**src/rtl/tbus_pkg.sv**
```systemverilog
// Shared types and helpers for the tristate-bus receive controller.
// Latency: n/a (types and a combinational round-robin search).
// Backpressure: n/a.
package tbus_pkg;

   localparam int SRC_W = 3;
   localparam int MAX_N = 1 << SRC_W;

   typedef enum logic [1:0] {
      IDLE,
      GRANT,
      SAMPLE,
      TURN
   } state_t;

   typedef struct packed {
      logic             found;
      logic [SRC_W-1:0] idx;
   } pick_t;

   // Round-robin search starting at ptr+1, wrapping modulo n (n <= MAX_N).
   function automatic pick_t rr_pick(input logic [MAX_N-1:0] req,
                                     input logic [SRC_W-1:0] ptr,
                                     input int               n);
      pick_t            r;
      int               c;
      logic [SRC_W-1:0] ci;
      r = '0;
      for (int i = 1; i <= MAX_N; i++) begin
         c  = (int'(ptr) + i) % n;
         ci = SRC_W'(c);
         if ((i <= n) && !r.found && req[ci]) begin
            r.found = 1'b1;
            r.idx   = ci;
         end
      end
      return r;
   endfunction

endpackage

```
**src/rtl/tbus_fifo.sv**
```systemverilog
// Small synchronous FIFO holding {source, data} words for the bus receiver.
// Latency: push visible at head one cycle later; head is a register read.
// Backpressure: push ignored when full, pop ignored when empty.
// Ports: CLK/RSTB clock and async active-low reset; i_push/i_push_dat write
// side; i_pop read side; o_dat head word; o_count/o_full/o_empty occupancy.
module tbus_fifo #(
   parameter int DW    = 11,
   parameter int DEPTH = 4
) (
   input  logic                       CLK,
   input  logic                       RSTB,
   input  logic                       i_push,
   input  logic [DW-1:0]              i_push_dat,
   input  logic                       i_pop,
   output logic [DW-1:0]              o_dat,
   output logic [$clog2(DEPTH):0]     o_count,
   output logic                       o_full,
   output logic                       o_empty
);

   localparam int AW = $clog2(DEPTH);

   logic [DW-1:0] r_mem [DEPTH];
   logic [AW-1:0] r_wr;
   logic [AW-1:0] r_rd;
   logic [AW:0]   r_cnt;
   logic          w_push;
   logic          w_pop;

   assign o_full  = (r_cnt == (AW+1)'(DEPTH));
   assign o_empty = (r_cnt == '0);
   assign o_count = r_cnt;
   assign o_dat   = r_mem[r_rd];

   assign w_push = i_push && !o_full;
   assign w_pop  = i_pop && !o_empty;

   // Memory is reset so the head reads zero out of reset.
   always_ff @(posedge CLK or negedge RSTB) begin
      if (!RSTB) begin
         for (int i = 0; i < DEPTH; i++) r_mem[i] <= '0;
         r_wr  <= '0;
         r_rd  <= '0;
         r_cnt <= '0;
      end else begin
         if (w_push) begin
            r_mem[r_wr] <= i_push_dat;
            r_wr        <= r_wr + 1'b1;
         end
         if (w_pop) r_rd <= r_rd + 1'b1;
         case ({w_push, w_pop})
            2'b10:   r_cnt <= r_cnt + 1'b1;
            2'b01:   r_cnt <= r_cnt - 1'b1;
            default: r_cnt <= r_cnt;
         endcase
      end
   end

endmodule

```
**src/rtl/tbus_rx_ctrl.sv**
```systemverilog
// Round-robin grant of a shared tristate bus with break-before-make and FIFO capture.
// Latency: REQ in cycle t -> ENB in t+1,t+2 -> word pushed end of t+2 -> OUT_VALID t+3.
// Backpressure: no grant while FIFO holds DEPTH words; output is ready/valid.
// Ports: CLK/RSTB clock and async active-low reset; REQ/ENB per-driver request
// and tristate enable; BUS resolved bus value; OUT_* head word, source, handshake;
// FULL FIFO occupancy flag.
module tbus_rx_ctrl
   import tbus_pkg::*;
#(
   parameter int W     = 8,
   parameter int N     = 4,
   parameter int DEPTH = 4
) (
   input  logic             CLK,
   input  logic             RSTB,
   input  logic [N-1:0]     REQ,
   output logic [N-1:0]     ENB,
   input  logic [W-1:0]     BUS,
   output logic [W-1:0]     OUT_DATA,
   output logic [SRC_W-1:0] OUT_SRC,
   output logic             OUT_VALID,
   input  logic             OUT_READY,
   output logic             FULL
);

   localparam int CW = $clog2(DEPTH) + 1;

   state_t           r_state;
   state_t           w_state_nxt;
   logic [SRC_W-1:0] r_win;
   logic [SRC_W-1:0] w_win_nxt;
   logic [SRC_W-1:0] r_ptr;
   pick_t            w_pick;
   logic             w_elig;
   logic             w_grant;
   logic             w_push;
   logic             w_empty;
   logic [CW-1:0]    w_count;
   logic [W+SRC_W-1:0] w_head;

   // Gate on the registered count only: a pop this cycle does not free a slot yet.
   assign w_pick = rr_pick(MAX_N'(REQ), r_ptr, N);
   assign w_elig = w_pick.found && (w_count < CW'(DEPTH));

   always_comb begin
      w_state_nxt = r_state;
      w_win_nxt   = r_win;
      case (r_state)
         IDLE, TURN: begin
            if (w_elig) begin
               w_state_nxt = GRANT;
               w_win_nxt   = w_pick.idx;
            end else begin
               w_state_nxt = IDLE;
            end
         end
         GRANT:   w_state_nxt = SAMPLE;
         SAMPLE:  w_state_nxt = TURN;
         default: w_state_nxt = IDLE;
      endcase
   end

   always_ff @(posedge CLK or negedge RSTB) begin
      if (!RSTB) begin
         r_state <= IDLE;
         r_win   <= '0;
         r_ptr   <= SRC_W'(N - 1);
      end else begin
         r_state <= w_state_nxt;
         r_win   <= w_win_nxt;
         if (r_state == SAMPLE) r_ptr <= r_win;
      end
   end

   // Enables decode from registered state only, so reset drops them at once.
   assign w_grant = (r_state == GRANT) || (r_state == SAMPLE);
   always_comb begin
      ENB = '0;
      for (int i = 0; i < N; i++) ENB[i] = w_grant && (r_win == SRC_W'(i));
   end

   assign w_push = (r_state == SAMPLE);

   tbus_fifo #(
      .DW    (W + SRC_W),
      .DEPTH (DEPTH)
   ) u_fifo (
      .CLK        (CLK),
      .RSTB       (RSTB),
      .i_push     (w_push),
      .i_push_dat ({r_win, BUS}),
      .i_pop      (OUT_VALID && OUT_READY),
      .o_dat      (w_head),
      .o_count    (w_count),
      .o_full     (FULL),
      .o_empty    (w_empty)
   );

   assign OUT_VALID = !w_empty;
   assign OUT_SRC   = w_head[W+SRC_W-1:W];
   assign OUT_DATA  = w_head[W-1:0];

endmodule

```
**config.mk**
```make
export PLATFORM = sky130hd
export DESIGN_NAME = tbus_rx_ctrl
export DESIGN_NICKNAME = d
export VERILOG_FILES = /design/src/rtl/tbus_pkg.sv /design/src/rtl/tbus_fifo.sv /design/src/rtl/tbus_rx_ctrl.sv
export SDC_FILE = /design/constraint.sdc
export NUM_CORES = 1
export LEC_CHECK = 0
export CORE_AREA = 5 5 89 75
export DETAILED_ROUTE_END_ITERATION = 12
export DIE_AREA = 0 0 94 80
export PLACE_DENSITY = 0.7
export SLEW_MARGIN = 5
export SYNTH_ARGS = -nofsm -noshare
export SYNTH_HDL_FRONTEND = slang
export SYNTH_SLANG_ARGS = --single-unit
```
**constraint.sdc**
```tcl
create_clock -name CLK -period 2.7 [get_ports CLK]
set_input_delay 0.54 -clock CLK [delete_from_list [all_inputs] [get_ports CLK]]
set_output_delay 0.54 -clock CLK [all_outputs]
set_load 0.1 [all_outputs]
```
==> reports/results.ini, run 1 <==
[outcome]
status=completed

[placed_design]
pre_cts_ws_ps=431
postPlaceCellArea_mm2=0.00318
port_buffers=30
gp_congestion=0.758
dp_hpwl_um=3140

[routing]
postRouteAntennaNets=0
drt-pass1-iter-count=4
num_vias=1470
wire_per_inst_um=15.8
drc=0
drt_iter0_drc=32
viasPerCell=5.03
drt-total-wl_um=4610

[global_routing]
met1_usage_pct=19.5
grt_max_degree=54
use_met2_pct=19.5
antenna_found_initial=0
grt_pass1_wl_um=7680
grt_pass1_vias=1519
use_met3_pct=3.20
grt_usage_pct=13.4
grt.overflow.total=0
top_usage_layer=met1

[cts]
cts_made_buffers=5
tritoncts=yes
clk_latency_ps=310
clk_pin_slew_ps=100
root_buffer=clkbuf_8
hold_buffers=0
post_cts_buffers=0
htreeDepth=2
ctsResizeCount=0
clock_sinks=53
cts_max_path_buffers=2

[timing]
whs_ps=338
finalClockSkew_ps=9.84
min_period_ps=2150
setup_viol=0
grt_setup_unrepaired=false
max_freq_mhz=464
worst_slew_margin_rel_pct=55.6
hold_viol=0
min_period_over_period_pct=79.7
slew_viol_final=0
setup_ws_ps=547
tightest_slew_ps=665

[critical_path]
required_ps=2160
path_class=flip-flop to output pin
cp_max_fo=11
critPathCaptureType=output pin
cp.arrival_ps=1610
start_kind=flip-flop

[floorplan]
die_h_um=80
core_area_mm2=0.00569
ioPinCount=32
start_util_pct=47.8
die_w_um=94
rows=25
dieArea_mm2=0.00752

[finish]
fillCellCount=470
final_common_cell=dfrtp_1
final_cell_mix=dfrtp_1 (51), mux2_4 (40), clkdlybuf4s50_1 (13), inv_1 (11)
drive_above_1_share_pct=41.2
nets=232
num_antenna_cells=0
final_util_pct=57.3
finalInstanceArea_mm2=0.00326
syn2layout_area_growth_pct=19.9

[synthesis]
synthesis.area_mm2=0.00272
synth-seq-area-share_pct=48.8
syn_nets=197
synth_cell_types=35
avgSynthCellArea_um2=15.6
yosysWarningCount=0
synth_seq_cells=53
synth_cells=175

[job]
maxCapViolations=0

[hold_path]
hold_path.class=input pin to asynchronous set/reset pin

==> critical path, stage by stage, from the launching register on <==
cell and delay, ps:
dfrtp_1 690, mux4_2 430, buf_12 190
==> sequential cells by signal, indices dropped and copies added, names as in the netlist <==
register,flops
r_win,2
u_fifo.r_wr,2
r_ptr,2
r_state,2
u_fifo.o_count,3
u_fifo.r_mem,40
u_fifo.r_rd,2
==> worst paths after layout <==
path	from	to	slack (ps)	depth (start not counted)
setup reg to reg	u_fifo.o_count[1]	u_fifo.o_count[2]	750	8
hold reg to reg	u_fifo.r_mem[11]	u_fifo.r_mem[11]	510	1
max in group asynchronous	RSTB	u_fifo.r_mem[20]	1910	2
hold / removal	RSTB	u_fifo.r_mem[38]	340	2
min in group CLK	u_fifo.r_mem[11]	u_fifo.r_mem[11]	510	1
setup / recovery	u_fifo.r_rd[1]	OUT_DATA[5]	550	2
==> logic make-up after synthesis <==
family                     count (synthesis)  share of synthesized area, %
adders and majority gates                  7                          3.49
AOI/OAI and AO/OA                         12                          2.90
DFF                                       53                          48.8
muxes                                     52                          31.1
and+or+nand+nor                           27                          8.04
xor gates and xnor gates                   6                          1.93
other                                      1                         0.138
buffers and inverters                     17                          3.58
==> area by class of cell <==
cell class,instances,area [um^2],area share (%)
clock inverters,2,13.8,0.422
inverters,11,41.3,1.26
clock buffers,6,72.6,2.22
well taps,81,101,3.10
repair buffers,34,410,12.6
flip-flops and latches,53,1330,40.7
multi-input cells,105,1300,39.7
==> synth_stat cells <==
cell type  instances  area [um^2]
ha_1               6         75.1
buf_4              2         15.0
nand2b_1           1         6.26
mux4_2            10          225
nand2_8            4         80.1
nor3b_4            1         18.8
conb_1             1         3.75
nor3_1             2         10.0
nor4_1             1         6.26
a21o_1             2         15.0
a31oi_1            1         6.26
or3_1              1         6.26
buf_2              2         10.0
mux2_2             1         11.3
dfrtp_1           51         1280
xnor2_1            3         26.3
nand3_1            1         5.00
inv_1             11         41.3
buf_12             1         20.0
o21ai_0            3         15.0
nor2_1             4         15.0
mux2i_1            1         10.0
dfstp_2            2         52.6
o221ai_1           3         26.3
mux2_4            40          601
and2_1             1         6.26
nor3b_1            3         22.5
fa_1               1         20.0
nand2_1            6         22.5
o22ai_1            1         6.26
nor2b_4            1         13.8
a21oi_1            2         10.0
buf_6              1         11.3
xor2_1             3         26.3
and3_1             1         6.26
==> per-stage QoR <==
stage / std cells / TNS, ps
floorplan: 175 / -2050
global placement: 284 / 0
detailed placement: 284 / 0
CTS: 292 / 0
global route: 292 / 0
finish: 292 / 0
==> routing by layer <==
layer  up-vias  wire, um
li1        693         -
met1       745      2310
met2        28      2070
met5         -         0
met3         4       189
met4         0        45
Power of run 1 is not shown: default switching activity piles up to over one toggle a cycle in this logic, so the estimate is an artifact.
==> run 2, diff against run 1 <==
PLACE_DENSITY = 0.72   (was 0.7)
clock period = 1.9 ns   (was 2.7 ns; I/O delays follow)
==> reports/results.ini, run 2 (synthesis results as in run 1) <==
[outcome]
status=finished with violations  ; was completed
violations=negative setup slack

[floorplan]
die_w_um=94  ; unchanged
dieArea_mm2=0.00752  ; unchanged
start_util_pct=47.8  ; unchanged
die_h_um=80  ; unchanged
rows=25  ; unchanged
ioPinCount=32  ; unchanged
core_area_mm2=0.00569  ; unchanged

[timing]
tightest_slew_ps=509  ; was 665 ps
finalClockSkew_ps=11.3  ; was 9.84 ps
setup_ws_ps=-78.2  ; was 547 ps
min_period_ps=1980
whs_ps=39.3  ; was 338 ps
worst_slew_margin_rel_pct=65.8  ; was 55.6%
setup_tns_ps=-616  ; was 0 ps
slew_viol_final=0  ; unchanged
min_period_over_period_pct=104
max_freq_mhz=506
hold_viol=0  ; unchanged
setup_viol=10  ; was 0
grt_setup_unrepaired=true  ; was false

[global_routing]
use_met2_pct=22.6  ; was 19.5%
antenna_found_initial=0  ; unchanged
grt_pass1_wl_um=8370  ; was 7680 um
grt.overflow.total=0  ; unchanged
use_met3_pct=4.24  ; was 3.20%
met1_usage_pct=20.0  ; was 19.5%
grt_max_degree=25  ; was 54
grt_pass1_vias=1667  ; was 1519
grt_usage_pct=14.7  ; was 13.4%
top_usage_layer=met2  ; was met1

[cts]
root_buffer=clkbuf_8  ; unchanged
cts_made_buffers=5  ; unchanged
htreeDepth=2  ; unchanged
hold_buffers=0  ; unchanged
tritoncts=yes  ; unchanged
clock_sinks=53  ; unchanged
clk_latency_ps=300  ; was 310 ps
cts_max_path_buffers=2  ; unchanged
clk_pin_slew_ps=100  ; about the same

[critical_path]
cp-endpoint=OUT_DATA[6]  ; was OUT_DATA[5]
cp_max_fo=5  ; was 11
r2r_slack_ps=40  ; was 750 ps
reg2reg_to=u_fifo.o_count[2]  ; unchanged
worst_path_largest_cell_delay_ps=540  ; was 690 ps
ff2ff_path_depth=8  ; unchanged
start_kind=flip-flop  ; unchanged
startpoint=u_fifo.r_rd[0]  ; was u_fifo.r_rd[1]
critPathTopFamily=multiplexers  ; was flip-flops
reg2reg_from=u_fifo.o_count[0]  ; was u_fifo.o_count[1]
cp.arrival_ps=1600  ; was 1610 ps
path_cells=buf_4 -> mux4_2 -> buf_12  ; was mux4_2 -> buf_12
path_class=flip-flop to output pin  ; unchanged
critPathCaptureType=output pin  ; unchanged
critPathBufInv=2  ; was 1
crit_cells=3  ; was 2
required_ps=1520  ; was 2160 ps
slowest_stage=mux4_2  ; was dfrtp_1

[routing]
num_vias=1549  ; was 1470
drt-total-wl_um=4970  ; was 4610 um
wire_per_inst_um=16.2  ; was 15.8 um
drc=0  ; unchanged
viasPerCell=5.05  ; was 5.03
drt_iter0_drc=66  ; was 32
postRouteAntennaNets=0  ; unchanged
drt-pass1-iter-count=4  ; unchanged

[placed_design]
dp_hpwl_um=3500  ; was 3140 um
port_buffers=30  ; unchanged
gp_congestion=0.828  ; was 0.758
dpl.cell_count=296  ; was 284

[finish]
num_antenna_cells=0  ; unchanged
syn2layout_area_growth_pct=31.1  ; was 19.9%
final_common_cell=dfrtp_1  ; unchanged
final_cells=307  ; was 292
regMostFlops=u_fifo.r_mem  ; unchanged
nets=247  ; was 232
drive_above_1_share_pct=51.8  ; was 41.2%
largest_reg_flops=40  ; unchanged
final_cell_mix=dfrtp_1 (50), mux2_4 (40), buf_12 (17), buf_4 (16), clkdlybuf4s50_1 (13)  ; was dfrtp_1 (51), mux2_4 (40), clkdlybuf4s50_1 (13), inv_1 (11)

[job]
maxCapViolations=0  ; unchanged

[hold_path]
hold_path.class=input pin to asynchronous set/reset pin  ; unchanged

-- run 2: cell count changes in the layout (fill, tap and decap cells not counted), sizes merged --
cell / before / now
clkbuf: 6 / 5
bufinv: 0 / 1
buf: 21 / 36
-- run 2: through the flow --
step | util, % | setup slack [ps] | area, um^2
floorplan | - | -734 | 2780
global placement | 60.0 | -105 | 3410
detailed placement | 60.0 | -144 | 3410
CTS | 62.3 | -101 | 3540
global route | 62.7 | -157 | 3570
finish | 62.7 | -78.2 | 3570
-- run 2: timing repair --
item,4_1_cts,5_1_grt
gates resized for setup,3,5
setup endpoints to repair,12,14
pin swaps,3,4
setup buffers,1,2
-- run 2: metal layers --
layer	up-vias	wire [um]
met5	-	0
met4	0	51
met1	803	2350
li1	717	-
met2	24	2380
met3	5	189
-- run 2: how the worst min path moves through the flow --
stage / start / endpoint / slack, ps
2_1_floorplan: RSTB / r_state[0] / 80
3_3_place_gp: RSTB / u_fifo.r_mem[40] / 380
3_5_place_dp: RSTB / u_fifo.r_mem[36] / 380
4_1_cts: RSTB / u_fifo.r_mem[17] / 40
5_1_grt: RSTB / u_fifo.r_mem[25] / 60
6_report: RSTB / u_fifo.r_mem[40] / 40
-- run 2: worst reg2reg max path, cell delays in order, from the launching register on --
cell and delay [ps]:
dfrtp_1 430, or3_4 400, and2_4 180, ha_4 160, inv_2 50, fa_2 180
xor2_1 140, nor2_1 70, xor2_1 150
-- run 2: area by class of cell --
class,instances,area (um^2)
clock buffer,5,68.8
clock inverter,3,43.8
fill,450,2120
inverter,11,43.8
multi-input combinational,105,1360
sequential,53,1330
tap,81,101
timing repair buffer,49,618
Power of run 2 is left out for the same reason.
==> run 3, diff against run 2 <==
CAP_MARGIN = 5   (was default)
clock period = 1.7 ns   (was 1.9 ns; I/O delays follow)
==> reports/results.ini, run 3 (synthesis results as in run 1) <==
[outcome]
status=finished with violations  ; unchanged
violations=negative setup slack  ; unchanged

[placed_design]
dp_hpwl_um=3490  ; was 3500 um
dpl.cell_count=298  ; was 296
gp_congestion=0.725  ; was 0.828
pre_cts_ws_ps=-328  ; was -144 ps
port_buffers=30  ; unchanged
postPlaceCellArea_mm2=0.00344  ; was 0.00341 mm^2

[cts]
clock_sinks=53  ; unchanged
cts_made_buffers=5  ; unchanged
tritoncts=yes  ; unchanged
clk_pin_slew_ps=90  ; was 100 ps
cts_max_path_buffers=2  ; unchanged
htreeDepth=2  ; unchanged
root_buffer=clkbuf_8  ; unchanged
clk_latency_ps=300  ; about the same
hold_buffers=0  ; unchanged

[routing]
viasPerCell=5.07  ; was 5.05
postRouteAntennaNets=0  ; unchanged
drt-total-wl_um=5290  ; was 4970 um
drc=0  ; unchanged
drt_iter0_drc=50  ; was 66
drt-pass1-iter-count=4  ; unchanged
num_vias=1596  ; was 1549
wire_per_inst_um=16.8  ; was 16.2 um

[finish]
largest_reg_flops=40  ; unchanged
finalInstanceArea_mm2=0.00368  ; was 0.00357 mm^2
final_cells=315  ; was 307
num_antenna_cells=0  ; unchanged
final_cell_mix=dfrtp_1 (49), mux2_4 (40), buf_12 (19), buf_4 (16), clkdlybuf4s50_1 (13)  ; was dfrtp_1 (50), mux2_4 (40), buf_12 (17), buf_4 (16), clkdlybuf4s50_1 (13)
drive_above_1_share_pct=53.4  ; was 51.8%
final_common_cell=dfrtp_1  ; unchanged
syn2layout_area_growth_pct=35.0  ; was 31.1%
nets=255  ; was 247
regMostFlops=u_fifo.r_mem  ; unchanged

[floorplan]
core_area_mm2=0.00569  ; unchanged
die_w_um=94  ; unchanged
ioPinCount=32  ; unchanged
rows=25  ; unchanged
start_util_pct=47.8  ; unchanged
die_h_um=80  ; unchanged
dieArea_mm2=0.00752  ; unchanged

[global_routing]
grt_pass1_wl_um=8400  ; was 8370 um
grt_pass1_vias=1704  ; was 1667
grt_usage_pct=14.7  ; about the same
grt.overflow.total=0  ; unchanged
grt_max_degree=54  ; was 25
antenna_found_initial=0  ; unchanged

[critical_path]
required_ps=1360  ; was 1520 ps
critPathCaptureType=output pin  ; unchanged
cp_max_fo=7  ; was 5
path_class=flip-flop to output pin  ; unchanged
start_kind=flip-flop  ; unchanged
cp.arrival_ps=1620  ; was 1600 ps

[timing]
finalClockSkew_ps=3.94  ; was 11.3 ps
setup_ws_ps=-258  ; was -78.2 ps
tightest_slew_ps=523  ; was 509 ps
min_period_over_period_pct=115
max_freq_mhz=511
hold_viol=0  ; unchanged
slew_viol_final=0  ; unchanged
worst_slew_margin_rel_pct=64.8  ; was 65.8%
min_period_ps=1960
grt_setup_unrepaired=true  ; unchanged
setup_viol=40  ; was 10

[job]
maxCapViolations=0  ; unchanged

[hold_path]
hold_path.class=input pin to asynchronous set/reset pin  ; unchanged

## run 3: changes by cell type in the layout (fill, tap and decap cells not counted), moves of 2 or more
cell	before	now
buf_6	2	6
clkbuf_1	0	2
buf_12	17	19
nand2_4	0	2
## run 3: critical path, cell delays in order, from the launching register on
cell and delay, ps:
dfrtp_1 420, buf_12 160, mux4_2 540, buf_12 190
## run 3: cell type report
type / count / area [um^2]
inverter: 11 / 46.3
multi-input combinational: 107 / 1400
tap: 81 / 101
timing repair buffer: 55 / 703
clock buffer: 8 / 90.1
sequential: 53 / 1330
fill: 426 / 2020
## run 3: per-layer routing
metal,global-route usage (%),up-vias,part of all wire [%]
li1,-,740,-
met1,20.6,821,50
met2,22.1,28,46
met3,3.49,7,3.1
met4,5.48,0,1.4
met5,0,-,0
## run 3: worst paths after layout
path / startpoint / to / slack [ps] / cells past startpoint
min in group CLK: u_fifo.r_mem[34] / u_fifo.r_mem[34] / 510 / 1
hold reg to reg: u_fifo.r_mem[34] / u_fifo.r_mem[34] / 510 / 1
hold / removal: RSTB / u_fifo.r_mem[25] / 10 / 2
setup / recovery: u_fifo.r_rd[0] / OUT_DATA[2] / -260 / 3
setup reg to reg: u_fifo.o_count[0] / u_fifo.o_count[2] / -190 / 10
max in group asynchronous: RSTB / r_ptr[0] / 1390 / 2
## run 3: timing repair
item | 4_1_cts | 5_1_grt
buffers inserted | 5 | 4
cloned | 0 | 2
endpoints found under the setup margin | 45 | 21
gates resized for setup | 14 | 6
pin swaps | 8 | 6
## run 3: stage by stage
step                      setup TNS [ps]  util, %  hold slack (ps)
final                              -3010     64.6             11.8
after global placement              -439     60.5              351
after CTS                          -3190     63.4             24.7
after detailed placement            -595     60.5              356
after global routing               -5160     64.6             29.0
after floorplan                   -21670        -             44.4
Power of run 3 is left out for the same reason.
